$ cat src/rtl/apb_master_bridge.sv
// Single-outstanding APB3 requester: turns a valid/ready command into a SETUP/ACCESS
// sequence and returns read data and error status on a one-cycle response strobe.
module apb_master_bridge #(
  parameter int unsigned ADDR_W         = 8,
  parameter int unsigned DATA_W         = 32,
  parameter int unsigned TIMEOUT_CYCLES = 16,
  parameter int unsigned CNT_W          = 8
) (
  input  logic              pclk_i,
  input  logic              preset_i,
  input  logic              cmd_valid_i,
  output logic              cmd_ready_o,
  input  logic              cmd_write_i,
  input  logic [ADDR_W-1:0] cmd_addr_i,
  input  logic [DATA_W-1:0] cmd_wdata_i,
  output logic              rsp_valid_o,
  output logic [DATA_W-1:0] rsp_rdata_o,
  output logic              rsp_err_o,
  output logic              rsp_timeout_o,
  output logic              psel_o,
  output logic              penable_o,
  output logic [ADDR_W-1:0] paddr_o,
  output logic              pwrite_o,
  output logic [DATA_W-1:0] pwdata_o,
  input  logic [DATA_W-1:0] prdata_i,
  input  logic              pready_i,
  input  logic              pslverr_i
);

  typedef enum logic [1:0] {IDLE, SETUP, ACCESS, RESP} state_t;

  localparam logic [CNT_W-1:0] TIMEOUT_LAST = CNT_W'(TIMEOUT_CYCLES - 1);

  state_t           state;
  logic [CNT_W-1:0] wait_cnt;

  // The APB address/direction/data registers double as the command latch:
  // they are loaded at the handshake and held until the response cycle.
  always_ff @(posedge pclk_i) begin
    if (preset_i) begin
      state         <= IDLE;
      wait_cnt      <= '0;
      cmd_ready_o   <= 1'b1;
      rsp_valid_o   <= 1'b0;
      rsp_rdata_o   <= '0;
      rsp_err_o     <= 1'b0;
      rsp_timeout_o <= 1'b0;
      psel_o        <= 1'b0;
      penable_o     <= 1'b0;
      paddr_o       <= '0;
      pwrite_o      <= 1'b0;
      pwdata_o      <= '0;
    end else begin
      rsp_valid_o <= 1'b0;
      case (state)
        IDLE: begin
          if (cmd_valid_i && cmd_ready_o) begin
            cmd_ready_o <= 1'b0;
            psel_o      <= 1'b1;
            paddr_o     <= cmd_addr_i;
            pwrite_o    <= cmd_write_i;
            pwdata_o    <= cmd_write_i ? cmd_wdata_i : '0;
            state       <= SETUP;
          end
        end
        SETUP: begin
          penable_o <= 1'b1;
          state     <= ACCESS;
        end
        ACCESS: begin
          if (pready_i) begin
            rsp_valid_o   <= 1'b1;
            rsp_rdata_o   <= pwrite_o ? '0 : prdata_i;
            rsp_err_o     <= pslverr_i;
            rsp_timeout_o <= 1'b0;
            psel_o        <= 1'b0;
            penable_o     <= 1'b0;
            paddr_o       <= '0;
            pwrite_o      <= 1'b0;
            pwdata_o      <= '0;
            state         <= RESP;
          end else if (TIMEOUT_CYCLES != 0 && wait_cnt == TIMEOUT_LAST) begin
            // Counter holds the number of earlier wait cycles, so this is the
            // TIMEOUT_CYCLES-th ACCESS cycle with pready low.
            rsp_valid_o   <= 1'b1;
            rsp_rdata_o   <= '0;
            rsp_err_o     <= 1'b1;
            rsp_timeout_o <= 1'b1;
            psel_o        <= 1'b0;
            penable_o     <= 1'b0;
            paddr_o       <= '0;
            pwrite_o      <= 1'b0;
            pwdata_o      <= '0;
            state         <= RESP;
          end else begin
            wait_cnt <= wait_cnt + CNT_W'(1);
          end
        end
        RESP: begin
          wait_cnt    <= '0;
          cmd_ready_o <= 1'b1;
          state       <= IDLE;
        end
        default: begin
          wait_cnt    <= '0;
          cmd_ready_o <= 1'b1;
          psel_o      <= 1'b0;
          penable_o   <= 1'b0;
          state       <= IDLE;
        end
      endcase
    end
  end

endmodule

$ cat config.mk
export PLATFORM = sky130hd
export DESIGN_NAME = apb_master_bridge
export DESIGN_NICKNAME = d
export VERILOG_FILES = /design/src/rtl/apb_master_bridge.sv
export SDC_FILE = /design/constraint.sdc
export NUM_CORES = 1
export LEC_CHECK = 0
export ABC_CLOCK_PERIOD_IN_PS = 4019
export CORE_MARGIN = 2
export CORE_UTILIZATION = 43
export CTS_CLUSTER_DIAMETER = 150
export DETAILED_ROUTE_END_ITERATION = 8
export PLACE_DENSITY = 0.89
export SKIP_CTS_REPAIR_TIMING = 1
export SYNTH_ARGS = -nofsm -noshare
export SYNTH_HDL_FRONTEND = slang
export SYNTH_SLANG_ARGS = --single-unit
export TNS_END_PERCENT = 30
$ cat constraint.sdc
create_clock -name pclk_i -period 4.02 [get_ports pclk_i]
set_clock_uncertainty 0.1 [all_clocks]
set_input_delay 0.804 -clock pclk_i [delete_from_list [all_inputs] [get_ports pclk_i]]
set_output_delay 0.804 -clock pclk_i [all_outputs]
set_load 0.05 [all_outputs]
==> flow_summary_export.csv <==
group,metric,value,unit
power_and_ir_drop,powerDensity,653,nW/um2
synth,synthAdderAreaFrac,2.00,%
synth,synth_top_family_by_area,"compound AO/OA/AOI/OAI gates",
synth,synth_simple_gate_area_share,7.77,%
placement,hpwl,6070,um
power_and_ir_drop,power_leakage,1.92,nW
clocking,cts_buffer_depth,2,
synth,yosysMostFrequentCell,"dfxtp_1",
synth,synthArstFlopShare,0,%
routing,drtPass1Iterations,5,
clocking,cts_sinks,89,
clocking,cts_made_buffers,9,
sta,drv_slew,0,
synth,synth_nets,363,
floorplanning,die-area,7960,um2
synth,syn_inst,280,
floorplanning,start_util,43.8,%
grt,antenna_found_initial,0,
clocking,htree_levels,3,
flow_run,maxCapViolations,0,
synth,synth_compound_area_share,28.9,%
floorplanning,rows,31,
placement,gp_congestion,0.833,
synth,synth_top_area_share,57.0,%
floorplanning,boundaryPins,157,
worst_setup_path,required,4210,ps
sta,setup_viol_count_final,0,
synth,synth_area_leaders,"dfxtp_1 (57%), a22o_1 (18%), a21oi_1 (2.2%)",
routing,route.vias.total,2828,
power_and_ir_drop,power,3.25,mW
routing,drc_errors,0,
grt,grt_pass1_vias,2558,
routing,drt-total-wl,8470,um
clocking,clk_latency,350,ps
finish,syn_to_final_growth,59.3,%
synth,muxShareOfSynthArea,0,%
power_and_ir_drop,power.share.combinational,43.8,%
grt,grt_max_degree,34,
finish,nets,517,
sta,setup-tns-final,0,ps
routing,ant_nets,0,
worst_setup_path,critPathLaunchType,"register",
synth,synth_xor_area_share,0,%
worst_setup_path,cp-end-kind,"register",
routing,first_iter_violations,88,
synth,synth_seq_cells,89,
clocking,path_clk_slew,90,ps
synth,synth_top_flop_cell,"dfxtp_1",
grt,track_usage,19.7,%
synth,synth.distinct_cells,39,
finish,drive_above_1_share,6.61,%
synth,synth_edf_count,0,
power_and_ir_drop,switching_share,41.3,%
power_and_ir_drop,ir_drop,0.490,mV
worst_setup_path,cp.arrival,2710,ps
sta,period_needed,2520,ps
sta,worstMarginPinSlew,781,ps
floorplanning,die_h,89.2,um
power_and_ir_drop,p_sw,1.34,mW
sta,rsz0062_at_grt,"no",
synth,netlist_top_cells_count,"dfxtp_1 (89), a22o_1 (65), a21oi_1 (14), nand2_1 (11), o21ai_0 (11)",
synth,yosysTopAreaCell,"dfxtp_1",
synth,syn-cell-area,3120,um2
sta,slew_headroom,47.4,%
outcome,status,"completed",
clocking,cts_tree,"done",
routing,vias_per_cell,5.26,
sta,final-hold-violation-count,0,
sta,max_freq,0.398,GHz
floorplanning,coreArea,7140,um2
floorplanning,die_width,89.2,um
synth,ys_warn_count,0,
power_and_ir_drop,intPower,1.91,mW
sta,fin_crit_sh,62.6,%
placement,place.port_buffers,156,
worst_setup_path,crit_fanout,33,
clocking,root_buffer,"clkbuf_8",
power_and_ir_drop,clkPwrFrac,21.0,%
grt,globalRouteOverflowTotal,0,
worst_setup_path,crit_type,"reg -> reg",
routing,wl_per_cell,15.7,um
synth,postSynthAreaPerCell,11.2,um2
synth,synth-seq-area-share,57.0,%
finish,antenna_cells,0,
worst_hold_path,hold_path_class,"reg -> reg",
power_and_ir_drop,seqPwrFrac,35.3,%
grt,grt_pass1_wl,12200,um
## power by group through the flow
stage          combinational, mW  sequential (mW)  clock [mW]
2_1_floorplan              0.420             1.68           0
3_3_place_gp                1.40             1.16           0
3_5_place_dp                1.43             1.16           0
4_1_cts                     1.43             1.15       0.697
5_1_grt                     1.51             1.17       0.739
6_report                    1.42             1.15       0.681
## per-layer routing
layer	up-vias	global-route usage, %	wire (um)
li1	1370	-	-
met1	1322	24.5	3690
met2	123	32.1	3940
met3	13	5.45	674
met4	0	8.28	155
met5	-	0	0
## stage by stage
| step | worst slack, ps | hold WS [ps] | util [%] | area [um2] | instances |
|---|---|---|---|---|---|
| CTS | 1500 | 380 | 69.7 | 4980 | 538 |
| global route | 1290 | 402 | 69.7 | 4980 | 538 |
| detailed placement | 1190 | 363 | 66.6 | 4750 | 522 |
| global placement | 1250 | 360 | 66.6 | 4750 | 522 |
| finish | 1500 | 382 | 69.7 | 4980 | 538 |
| floorplan | 1950 | 363 | - | 3120 | 280 |
## sequential cells by signal, indices dropped and copies added, names as in the netlist
name and flops:
rsp_timeout_o 1, rsp_err_o 1, paddr_o 8, cmd_ready_o 1
penable_o 1, rsp_rdata_o 32, pwrite_o 1, wait_cnt 8
psel_o 1, pwdata_o 32, state 2, rsp_valid_o 1
## worst max-delay path: stages, from the launching register on
cell,delay [ps]
dfxtp_1,330
inv_1,100
ha_1,420
clkinv_1,340
a211o_2,470
a21oi_2,140
buf_4,330
a22o_1,210
## final timing paths
kind | from | to | slack, ps | cells after the start
worst max-delay path | state[0]$_SDFFE_PP0P_ | pwdata_o[5]$_SDFFE_PP0P_ | 1500 | 7
worst min-delay path | paddr_o[1]$_SDFFE_PP0P_ | paddr_o[1]$_SDFFE_PP0P_ | 380 | 2
worst max register to register | state[0]$_SDFFE_PP0P_ | pwdata_o[5]$_SDFFE_PP0P_ | 1500 | 7
worst min register to register | paddr_o[1]$_SDFFE_PP0P_ | paddr_o[1]$_SDFFE_PP0P_ | 380 | 2
## logic make-up (layout without fill, tap and decap cells)
logic type | count (synthesis) | count (layout)
compound gates | 115 | 115
fa+ha+maj | 5 | 5
buf+inv | 25 | 184
flops | 89 | 89
simple gates | 46 | 46
## layout make-up
class                   instances  area [um2]
clock buffers                   9         124
clock inverters                 7         101
fillers                       532        2160
inverters                       7        26.3
multi-input cells             166        1220
flip-flops and latches         89        1780
well taps                      99         124
repair buffers                161        1600
## cells in the final DEF (no fill, tap or decap), types with 5 or more instances in the layout
cell type,n
nand2_1,11
nor2_1,7
ha_1,5
clkbuf_8,9
nand3_1,10
a22o_1,65
a21oi_1,14
dfxtp_1,89
inv_1,6
o21ai_0,11
clkdlybuf4s50_1,156
buf_4,5
Power figures use the tool's default switching activity.
